<file path="src/rtl/seg7_scan_driver.sv">
`timescale 1ns/1ps
`default_nettype none
// ============================================================================
// Module   : seg7_scan_driver
// Purpose  : Multiplexed N-digit common-anode 7-segment driver with
//            frame-synchronous double buffering, blanking, LZ suppression, blink.
// Revision : 1.0 - initial release
// ============================================================================
module seg7_scan_driver #(
    parameter int NUM_DIGITS   = 3,
    parameter int REFRESH_DIV  = 100000,
    parameter int BLINK_FRAMES = 50,
    parameter int HEX_MODE     = 0
) (
    input  logic                                              clk,
    input  logic                                              rst_n,
    input  logic                                              load,
    input  logic [4*NUM_DIGITS-1:0]                           bcd_in,
    input  logic [NUM_DIGITS-1:0]                             blank_mask,
    input  logic                                              lz_suppress,
    input  logic                                              blink_en,
    output logic [6:0]                                        seg,
    output logic [NUM_DIGITS-1:0]                             an,
    output logic [(NUM_DIGITS > 1 ? $clog2(NUM_DIGITS) : 1)-1:0] digit_idx,
    output logic                                              frame_tick
);

    localparam int IDX_W   = (NUM_DIGITS > 1) ? $clog2(NUM_DIGITS) : 1;
    localparam int CNT_W   = $clog2(REFRESH_DIV);
    localparam int BLINK_W = (BLINK_FRAMES > 1) ? $clog2(BLINK_FRAMES) : 1;
    localparam logic [6:0] C_SEG_OFF = 7'b1111111;

    logic [CNT_W-1:0]        r_refresh_cnt;
    logic [IDX_W-1:0]        r_digit_idx;
    logic [4*NUM_DIGITS-1:0] r_shadow_bcd;
    logic [NUM_DIGITS-1:0]   r_shadow_blank;
    logic                    r_shadow_lz;
    logic [4*NUM_DIGITS-1:0] r_disp_bcd;
    logic [NUM_DIGITS-1:0]   r_disp_blank;
    logic                    r_disp_lz;
    logic                    r_pending;
    logic [BLINK_W-1:0]      r_blink_cnt;
    logic                    r_blink_phase;
    logic [6:0]              r_seg;
    logic [NUM_DIGITS-1:0]   r_an;
    logic                    r_frame_tick;

    logic                    w_tc;
    logic                    w_last;
    logic                    w_wrap;
    logic [3:0]              w_nibble;
    logic                    w_mask_bit;
    logic                    w_upper_zero;
    logic                    w_lz_dark;
    logic [6:0]              w_seg_dec;
    logic                    w_dark;
    logic [NUM_DIGITS-1:0]   w_an_sel;

    function automatic logic [6:0] decode(input logic [3:0] v);
        logic [6:0] s;
        case (v)
            4'h0:    s = 7'b0000001;
            4'h1:    s = 7'b1001111;
            4'h2:    s = 7'b0010010;
            4'h3:    s = 7'b0000110;
            4'h4:    s = 7'b1001100;
            4'h5:    s = 7'b0100100;
            4'h6:    s = 7'b0100000;
            4'h7:    s = 7'b0001111;
            4'h8:    s = 7'b0000000;
            4'h9:    s = 7'b0000100;
            4'hA:    s = 7'b0001000;
            4'hB:    s = 7'b1100000;
            4'hC:    s = 7'b0110001;
            4'hD:    s = 7'b1000010;
            4'hE:    s = 7'b0110000;
            default: s = 7'b0111000;
        endcase
        if (HEX_MODE == 0 && v > 4'd9) begin
            s = C_SEG_OFF;
        end
        return s;
    endfunction

    assign w_tc   = (r_refresh_cnt == CNT_W'(REFRESH_DIV - 1));
    assign w_last = (r_digit_idx == IDX_W'(NUM_DIGITS - 1));
    assign w_wrap = w_tc & w_last;

    // Select the current digit and find whether it and everything above it is zero.
    always_comb begin
        w_nibble     = 4'd0;
        w_mask_bit   = 1'b0;
        w_upper_zero = 1'b1;
        for (int i = 0; i < NUM_DIGITS; i++) begin
            if (r_digit_idx == IDX_W'(i)) begin
                w_nibble   = r_disp_bcd[4*i +: 4];
                w_mask_bit = r_disp_blank[i];
            end
            if (i >= int'(r_digit_idx) && r_disp_bcd[4*i +: 4] != 4'd0) begin
                w_upper_zero = 1'b0;
            end
        end
    end

    assign w_lz_dark = r_disp_lz & (r_digit_idx != '0) & w_upper_zero;
    assign w_seg_dec = decode(w_nibble);
    // blink_en is used live so that dropping it relights the display on the next edge.
    assign w_dark    = w_mask_bit | w_lz_dark | (blink_en & r_blink_phase)
                     | (w_seg_dec == C_SEG_OFF);
    assign w_an_sel  = ~(NUM_DIGITS'(1) << r_digit_idx);

    always_ff @(posedge clk or negedge rst_n) begin
        if (!rst_n) begin
            r_refresh_cnt  <= '0;
            r_digit_idx    <= '0;
            r_shadow_bcd   <= '0;
            r_shadow_blank <= '0;
            r_shadow_lz    <= 1'b0;
            r_disp_bcd     <= '0;
            r_disp_blank   <= '0;
            r_disp_lz      <= 1'b0;
            r_pending      <= 1'b0;
            r_blink_cnt    <= '0;
            r_blink_phase  <= 1'b0;
            r_seg          <= C_SEG_OFF;
            r_an           <= '1;
            r_frame_tick   <= 1'b0;
        end else begin
            r_frame_tick <= w_wrap;

            if (w_tc) begin
                r_refresh_cnt <= '0;
                r_digit_idx   <= w_last ? '0 : r_digit_idx + IDX_W'(1);
            end else begin
                r_refresh_cnt <= r_refresh_cnt + CNT_W'(1);
            end

            // The shadow moves before a same-edge load overwrites it.
            if (w_wrap && r_pending) begin
                r_disp_bcd   <= r_shadow_bcd;
                r_disp_blank <= r_shadow_blank;
                r_disp_lz    <= r_shadow_lz;
            end

            if (load) begin
                r_shadow_bcd   <= bcd_in;
                r_shadow_blank <= blank_mask;
                r_shadow_lz    <= lz_suppress;
                r_pending      <= 1'b1;
            end else if (w_wrap) begin
                r_pending      <= 1'b0;
            end

            if (!blink_en) begin
                r_blink_cnt   <= '0;
                r_blink_phase <= 1'b0;
            end else if (w_wrap) begin
                if (r_blink_cnt == BLINK_W'(BLINK_FRAMES - 1)) begin
                    r_blink_cnt   <= '0;
                    r_blink_phase <= ~r_blink_phase;
                end else begin
                    r_blink_cnt   <= r_blink_cnt + BLINK_W'(1);
                end
            end

            r_seg <= w_dark ? C_SEG_OFF : w_seg_dec;
            r_an  <= w_dark ? '1 : w_an_sel;
        end
    end

    assign seg        = r_seg;
    assign an         = r_an;
    assign digit_idx  = r_digit_idx;
    assign frame_tick = r_frame_tick;

endmodule
`default_nettype wire

</file>
<file path="config.mk">
export PLATFORM = sky130hd
export DESIGN_NAME = seg7_scan_driver
export DESIGN_NICKNAME = d
export VERILOG_FILES = /design/src/rtl/seg7_scan_driver.sv
export SDC_FILE = /design/constraint.sdc
export NUM_CORES = 1
export LEC_CHECK = 0
export CORE_ASPECT_RATIO = 1.2
export CORE_UTILIZATION = 57
export DETAILED_ROUTE_END_ITERATION = 6
export PLACE_DENSITY = 0.8
export SYNTH_ARGS = -nofsm -noshare
export SYNTH_HDL_FRONTEND = slang
export SYNTH_SLANG_ARGS = --single-unit
</file>
<file path="constraint.sdc">
create_clock -name clk -period 2.8 [get_ports clk]
set_clock_uncertainty 0.1 [all_clocks]
set_input_delay 0.7 -clock clk [delete_from_list [all_inputs] [get_ports clk]]
set_output_delay 0.7 -clock clk [all_outputs]
set_load 0.05 [all_outputs]
</file>
; ---- Word level (Yosys, flattened, before mapping)
; Memories as Yosys holds them, arrays and structs flattened.
; Cells that the tools add are included.
[totals]
regBits = 70
romBits = 112
input_bits = 20
out_inout_bits = 13
wordCells = 72
memories = 1
[mem_list]
columns = name, depth, word_bits, read_ports, rd_clocked_by_memory_dff, wr, line_no
row1 = (name not given), 16, 7, 1, 0, 0, 61  ; case (v)
[op_classes]
addsub = 3
order_cmp = 4
eq_ne = 7
shift = 1
muxes = 22
bitwise = 9
reduce_logical = 11
[ops]
columns = operator, n
row1 = 2-to-1 mux 6 bit, 3
row2 = "adder 17 x 1 -> 17 bit, second input constant", 1
row3 = "equality test 17 bit, second input constant", 1
row4 = 2-to-1 mux 17 bit, 1
row5 = 2-to-1 mux 7 bit, 2
row6 = 2-to-1 mux 4 bit, 3
row7 = nonzero test 4 bit, 3
row8 = 2-to-1 mux 1 bit, 11
row9 = "equality test 7 bit, second input constant", 1
row10 = "adder 6 x 1 -> 6 bit, second input constant", 1
row11 = "equality test 6 bit, second input constant", 1
row12 = AND 1 bit, 4
row13 = "greater-or-equal comparator 1 x 2 -> 1 bit, first input constant", 2
row14 = "> comparator 4 bit, second input constant", 1
row15 = logical AND 1 bit, 4
row16 = "!= test 2 x 1 -> 1 bit, second input constant", 2
row17 = nonzero test 2 bit, 2
row18 = 2-to-1 mux 3 bit, 1
row19 = NOT 3 bit, 1
row20 = OR 1 bit, 3
row21 = "<< shifter 1 x 2 -> 3 bit, first input constant", 1
row22 = "adder 2 x 1 -> 2 bit, second input constant", 1
row23 = "equality test 2 x 1 -> 1 bit, second input constant", 1
row24 = "equality test 2 bit, second input constant", 1
row25 = other kinds (5), 5

; ---- Depth between registers and ports, before layout
; Gate-level depths: netlist of the first run.
[depth]
word_depth = 10
mapped_depth = 8
depth_no_buf = 7

; ---- Least setup slack after synthesis of the first run
; Ideal clock, no wire load.
[synth_path]
kind = register -> register
startpoint = register r_digit_idx[1] (netlist: digit_idx[1])
endpoint = register r_seg[3] (netlist: seg[3])
arrival_ns = 2.490
setup_slack_ns = 0.104
path_stages_with_launch = 8
n_path_buf = 1
synth_period_minus_slack_ns = 2.696
path_cell_list = dfrtp_1 -> buf_6 -> mux2i_1 -> a2bb2oi_1 -> ha_1 -> o221ai_1 -> a221oi_4 -> o221ai_1
[synth_via]
elab_chain_cells = 10
word_cells_on_any_way = 29
classes_between = 4 x order compare / 3 x eq/ne / 11 x mux / 5 x bitwise / 5 x reduce/logical / 1 x memory
[synth_lines]
columns = item, line_no
row1 = from (decl), 34  ; logic [IDX_W-1:0] r_digit_idx;
row2 = from (signal assigned), 133  ; r_digit_idx <= w_last ? '0 : r_digit_idx + IDX_W'(1);
row3 = branches (longest 9 deep; another with memory read (16 x 7 bit)), n/a
row4 = 2-to-1 mux 7 bit (*), 166  ; r_seg <= w_dark ? C_SEG_OFF : w_seg_dec;
row5 = to (signal assigned), 166
row6 = to (decl), 44  ; logic [6:0] r_seg;
; Mark *: on every way between the ends.
; A chain may end at the register's enable or synchronous reset.

; ---- Worst setup path after layout of the first run
; Ends and elaborated chain as after synthesis.

==> results of run 1 <==
==> flip-flops by register name (all words and copies together), names as in the netlist <==
register / count
r_pending: 1
r_refresh_cnt: 17
digit_idx: 2
r_shadow_lz: 1
r_blink_phase: 1
r_shadow_bcd: 12
r_disp_blank: 3
seg: 7
an: 3
r_shadow_blank: 3
r_disp_bcd: 12
r_blink_cnt: 6
frame_tick: 1
r_disp_lz: 1
==> cells in the final DEF, fill, tap and decap left out, types with 3 or more instances in the layout <==
master / n
a21boi_1: 3
and2_1: 3
o31ai_1: 3
clkbuf_8: 10
o21ai_0: 7
buf_4: 6
nand3_1: 8
nor3_1: 4
or4_1: 5
nand2_1: 23
nand3b_1: 3
mux2_2: 33
xor2_1: 11
and4_1: 4
clkinvlp_4: 3
nand4_1: 6
dfrtp_1: 60
inv_1: 8
o221ai_1: 3
nor2_1: 13
ha_1: 10
xnor2_1: 5
clkdlybuf4s50_1: 30
nand2b_1: 7
dfstp_2: 10
mux2i_1: 13
==> cell type report <==
type                       instances  area share (%)
timing repair buffer              39            9.49
sequential                        70            43.7
inverter                           8           0.744
clock inverter                     6            1.74
tap                               80            2.48
multi-input combinational        194            38.4
clock buffer                      10            3.41
==> path summary, 6_finish.rpt <==
check / startpoint / to / slack (ns) / cells past startpoint
min in group clk: r_refresh_cnt[0] / r_refresh_cnt[0] / 0.39 / 1
worst max-delay path: digit_idx[1] / seg[3] / 0.21 / 6
worst min-delay path: rst_n / r_refresh_cnt[2] / 0.25 / 2
max in group asynchronous: rst_n / seg[5] / 2.01 / 2
worst min register to register: r_refresh_cnt[0] / r_refresh_cnt[0] / 0.39 / 1
worst max register to register: digit_idx[1] / seg[3] / 0.21 / 6
==> stage by stage <==
step | setup slack, ns | utilization, % | hold slack (ns) | power, uW
3_3_place_gp | 0.254 | 66.9 | 0.367 | 1150
4_1_cts | 0.0750 | 70.6 | 0.270 | 1990
5_1_grt | 0.0342 | 70.7 | 0.284 | 2030
3_5_place_dp | 0.117 | 66.9 | 0.382 | 1150
2_1_floorplan | 0.104 | - | 0.304 | 1090
6_report | 0.215 | 70.7 | 0.250 | 1960
==> routing by layer <==
metal / up-vias / share of wire, % / track usage (%)
li1: 1101 / - / -
met1: 1126 / 47 / 29.6
met2: 54 / 47 / 32.5
met3: 14 / 3.7 / 4.07
met4: 0 / 2.5 / 11.2
met5: - / 0 / 0
==> timing repair <==
| item | in CTS | in global routing |
|---|---|---|
| gates resized for setup | 0 | 2 |
| endpoints found under the setup margin | 0 | 10 |
| hold buffers | 0 | 0 |
==> power groups by stage <==
stage	logic, uW	registers [uW]	clock network [uW]
floorplan	31.1	1060	0
global placement	82.7	1060	0
detailed placement	84.9	1070	0
CTS	85.9	1050	856
global route	93.6	1050	892
finish	83.4	1050	830
==> cells by family (layout without fill, tap and decap cells) <==
kind of cell               Yosys count  count (layout)  synth area share, %
buffers and inverters               20              63                 2.79
and+or+nand+nor                     89              89                 15.3
muxes                               46              46                 14.7
DFF                                 70              70                 51.8
AOI/OAI and AO/OA                   33              33                 7.57
adders and majority gates           10              10                 3.68
xor gates and xnor gates            16              16                 4.12
==> critical path, cell delays in order, from the launching register on <==
cell       delay (ns)
dfrtp_1          0.55
mux2i_1          0.24
a2bb2oi_1        0.48
ha_1             0.26
o221ai_1         0.18
a221oi_4         0.46
o221ai_1         0.20
==> impl_results.md, run 1 <==
* Status: completed
* Dominant cell by count in the synthesized netlist: dfrtp_1
* Gr ovfl total at 0
* Hold Crit Class: input pin to asynchronous set/reset pin
* Post-synth top area cell: dfrtp_1
* CTS tree: built
* Power density over the cells at between 400 and 500 nW/um^2
* Largest net degree at the start of global routing at between 70 and 80
* Sequential cell area at 1760 sq um
* Num rows at 30
* Initial core utilization at about three fifths
* Initial antenna violation count at 0
* Clock buffer depth at 2
* Final Wtd Congestion at 0.912
* Clk_lat worst skew at between 0.3 and 0.4 ns
* Crit-path max FO at 10
* Top_reg_cell synth: dfrtp_1
* Clock power frac at 42.3%
* Ys async rst share at 100%
* Cts bufs inserted at 9
* Final std cells w/o fill at 407
* First-pass GRT wire length at approximately 10000 microns
* DR iter-0 viols at around 160
* Worst Path Required at 2.94 ns
* Most area-consuming cells after synthesis: dfrtp_1, mux2_2, dfstp_2
* Unrepaired setup endpoints after global routing: no
* Placed cell area at 3820 sq um
* Root Buffer: clkbuf_8
* Fin crit period at around 2.6 ns
* Sequential Power Share at 53.4%
* Fin. Hold Viols at 0
* Setup crit start kind: register
* CTS Sinks at 70
* Final setup fails at 0
* Die Area at 6280 sq um
* Area of the core at 5710 sq um
* Vias in the first global route at 2204
* Avg Synthesized Cell Area at 12.0 sq um
* Post-route DRC at 0
* Final wirelength at 6120 microns
* Worst Max-Slew Pin Slew at approximately 0.78 ns
* Achievable Freq at 387 MHz
* Max-cap violations at 0
* Num ports at 33
* Post-CTS setup repair buffer count at 0
* P&R area growth vs syn at 18.6%
* Netlist cell types at between 40 and 50
* Comb pwr share at 4.3%
* Cells after synthesis at ~280
* Fillers at 419
* Synthesized area at ~3400 sq um
* # diodes at 0
* GRT Total Usage at 21.6%
* CTS H-tree depth at 3
* Post-synth top cells: dfrtp_1, mux2_2, nand2_1
* CTS clk-pin slew, worst paths at ~0.080 ns
* Sequential area share after synthesis at slightly above 50%
* Internal at 1520 uW
* EDFF count, synth at 0
* Net Switching at 438 uW
* Synth Net Count at 314
* Via density at 5.64
* VDD IR max at approximately 0.00037 V
* P_leak at 0.00178 uW
* Die X at 72.5 microns
* Routed wire length per instance at approximately 15 microns
* Fin. max-slew vios at 0
* Sw Ratio at between 20% and 30%
* Area share of the leading cell type in the synthesized netlist at 44.1%
* Warnings from Yosys at 0
* Area occupied by multi-input gates at roughly 1600 sq um
* Vias at 2295
* Final net count at between 300 and 400
* Setup_tns at 0 ns
* Share of post-route cells with drive strength above 1 at 22.6%
* Post-DRT Antenna Nets at 0
* Final Cell Area at 4040 sq um
* Hpwl dp at 4280 microns
* Drt first pass iters at 4
* Crit. End Element: register
* Crit Path Class: register to register
* Placed cell count at 391
* Tcrit/Tclk final at 92.3%
* Relative slew slack at a little under half
* # port buffers at 32
* Die span in y at 86.6 microns
* Synth Register Bits at 70
* Arrival time at the worst endpoint at 2.72 ns
Note: power is estimated with default switching activity, not from simulation.
==> run 2, diff against run 1 <==
Settings changed: RECOVER_POWER set to 100.
==> impl_results.md, run 2 (synthesis results as in run 1) <==
* Final wirelength at 6130 microns
* # port buffers at 32
* Relative slew slack at -9.96%
* Clock buffer depth at 2
* Max reg flops at 17
* Worst Path Required at 2.00 ns
* Crit-path max cell delay at 0.95 ns
* Worst Max-Slew Pin Slew at 1.65 ns
* Final setup fails at 0
* CTS clk-pin slew, worst paths at about 0.080 ns
* Final Cell Area at 4000 sq um
* Final Wtd Congestion at just over 0.9
* Drt first pass iters at 4
* R2R depth at 6
* GRT Total Usage at 21.6%
* Setup_tns at 0 ns
* Placed cell area at 3820 sq um
* CP max-delay cell: dlygate4sd3_1
* Area occupied by multi-input gates at around 1500 sq um
* Fin. max-slew vios at 71
* Die span in y at between 80 and 90 microns
* Crit-path cells: dlygate4sd3_1
* # diodes at 0
* Fin crit period at between 2 and 3 ns
* Most common cell after layout, fill and taps aside: dfrtp_1
* VDD IR max at 0.000368 V
* Post-route DRC at 0
* Vias at 2299
* Power density over the cells at 490 nW/um^2
* Area of the core at 5710 sq um
* Num ports at 33
* P_leak at 0.00176 uW
* P&R area growth vs syn at 17.6%
* Final net count at approximately 350
* Min-delay src: r_refresh_cnt[0]
* Sequential cell area at between 1500 and 2000 sq um
* Reg2reg start: digit_idx[1]
* Initial core utilization at 59.6%
* Regs by FF count: r_refresh_cnt x17, r_disp_bcd x12, r_shadow_bcd x12
* CTS Sinks at 70
* Root Buffer: clkbuf_8
* Post-DRT Antenna Nets at 0
* Failing checks: capacitance limit, slew limit
* Hold Crit Class: register to register
* Hold path cells at 1
* Unrepaired setup endpoints after global routing: no
* R2R Setup Slk at between 0.2 and 0.25 ns
* Fillers at 424
* Tcrit/Tclk final at 93.7%
* Status: finished with violations
* Via density at 5.65
* Fin. Hold Viols at 0
* Gr ovfl total at 0
* Hold endpoint: r_refresh_cnt[0]
* Initial antenna violation count at 0
* Crit. End Element: output pin
* Final worst setup slack at 0.175 ns
* Worst Hold Slack at 0.385 ns
* Commonest non-fill, non-tap cells in the layout: dfrtp_1, mux2_2, nand2_1
* Num rows at 30
* Die Area at 6280 sq um
* Crit-path max FO at 11
* Cts bufs inserted at 9
* Die X at 72.5 microns
* Placement Setup Slack at 0.117 ns
* Achievable Freq at 381 MHz
* CTS H-tree depth at 3
* Largest net degree at the start of global routing at slightly above 70
* First-pass GRT wire length at 10400 microns
* CP bufs+invs at 1
* Arrival time at the worst endpoint at 1.82 ns
* Crit Path Class: register to output pin
* Clk_lat worst skew at ~0.34 ns
* Largest Register: r_refresh_cnt
* Routed wire length per instance at 15.1 microns
* Crit path max-delay family: buffers and inverters
* Hpwl dp at 4280 microns
* Share of post-route cells with drive strength above 1 at between 20% and 30%
* Reg2reg end: seg[3]
* DR iter-0 viols at 183
* Setup crit start kind: register
* CTS tree: built
* Max-cap violations at 1
* Vias in the first global route at 2204
run 2: cell types whose count changed in the layout (fill, tap and decap cells not counted), sizes merged:
| cell | delta |
|---|---|
| buf | -2 |
| clkbuf | +3 |
| clkdlybuf4s50 | -13 |
| dlygate4sd3 | +13 |
| dlymetal6s2s | -1 |
run 2: through the flow:
step           total power [uW]  utilization (%)  std cells
2_1_floorplan              1090                -        284
3_3_place_gp               1150             66.9        391
3_5_place_dp               1150             66.9        391
4_1_cts                    1990             70.6        407
5_1_grt                    2030             70.1        407
6_report                   1960             70.1        407
run 2: final cells by class:
class	count	area share, %
Multi-Input combinational cell	194	38.6
Timing Repair Buffer	39	8.88
Inverter	8	0.750
Tap cell	80	2.50
Sequential cell	70	44.1
Clock buffer	10	3.44
Clock inverter	6	1.75
run 2: where the power goes:
| part | leakage [uW] | total [uW] | internal [uW] | switching [uW] |
|---|---|---|---|---|
| Sequential | 0.000886 | 1050 | 1030 | 12.7 |
| Combinational | 0.000778 | 80.0 | 45.8 | 34.2 |
| Clock | 0.0000951 | 832 | 440 | 392 |
| Total | 0.00176 | 1960 | 1520 | 439 |
run 2: layer usage:
layer	part of all wire (%)	global-route usage, %
met1	48	29.6
met3	3.4	4.07
met4	2.2	11.2
met2	47	32.5
met5	0	0
run 2: repair_timing:
action / 4_1_cts / 5_1_grt
setup buffers: 0 / 0
endpoints found under the hold margin: 0 / 0
endpoints found under the setup margin: 0 / 10
resized for setup: 0 / 2
hold buffers: 0 / 0
run 2: worst max-delay path by stage:
| stage | startpoint | endpoint | depth (start not counted) |
|---|---|---|---|
| 3_3_place_gp | digit_idx[1] | seg[3] | 6 |
| 2_1_floorplan | digit_idx[1] | seg[3] | 7 |
| 6_report | digit_idx[0] | digit_idx[0] | 1 |
| 3_5_place_dp | digit_idx[1] | seg[3] | 6 |
| 5_1_grt | digit_idx[1] | seg[1] | 6 |
| 4_1_cts | digit_idx[1] | digit_idx[1] | 2 |
==> run 3, diff against run 2 <==
Settings changed: SLEW_MARGIN set to 30.
==> results of run 3 <==
Final layout, timing and power as in run 2 (identical DEF).
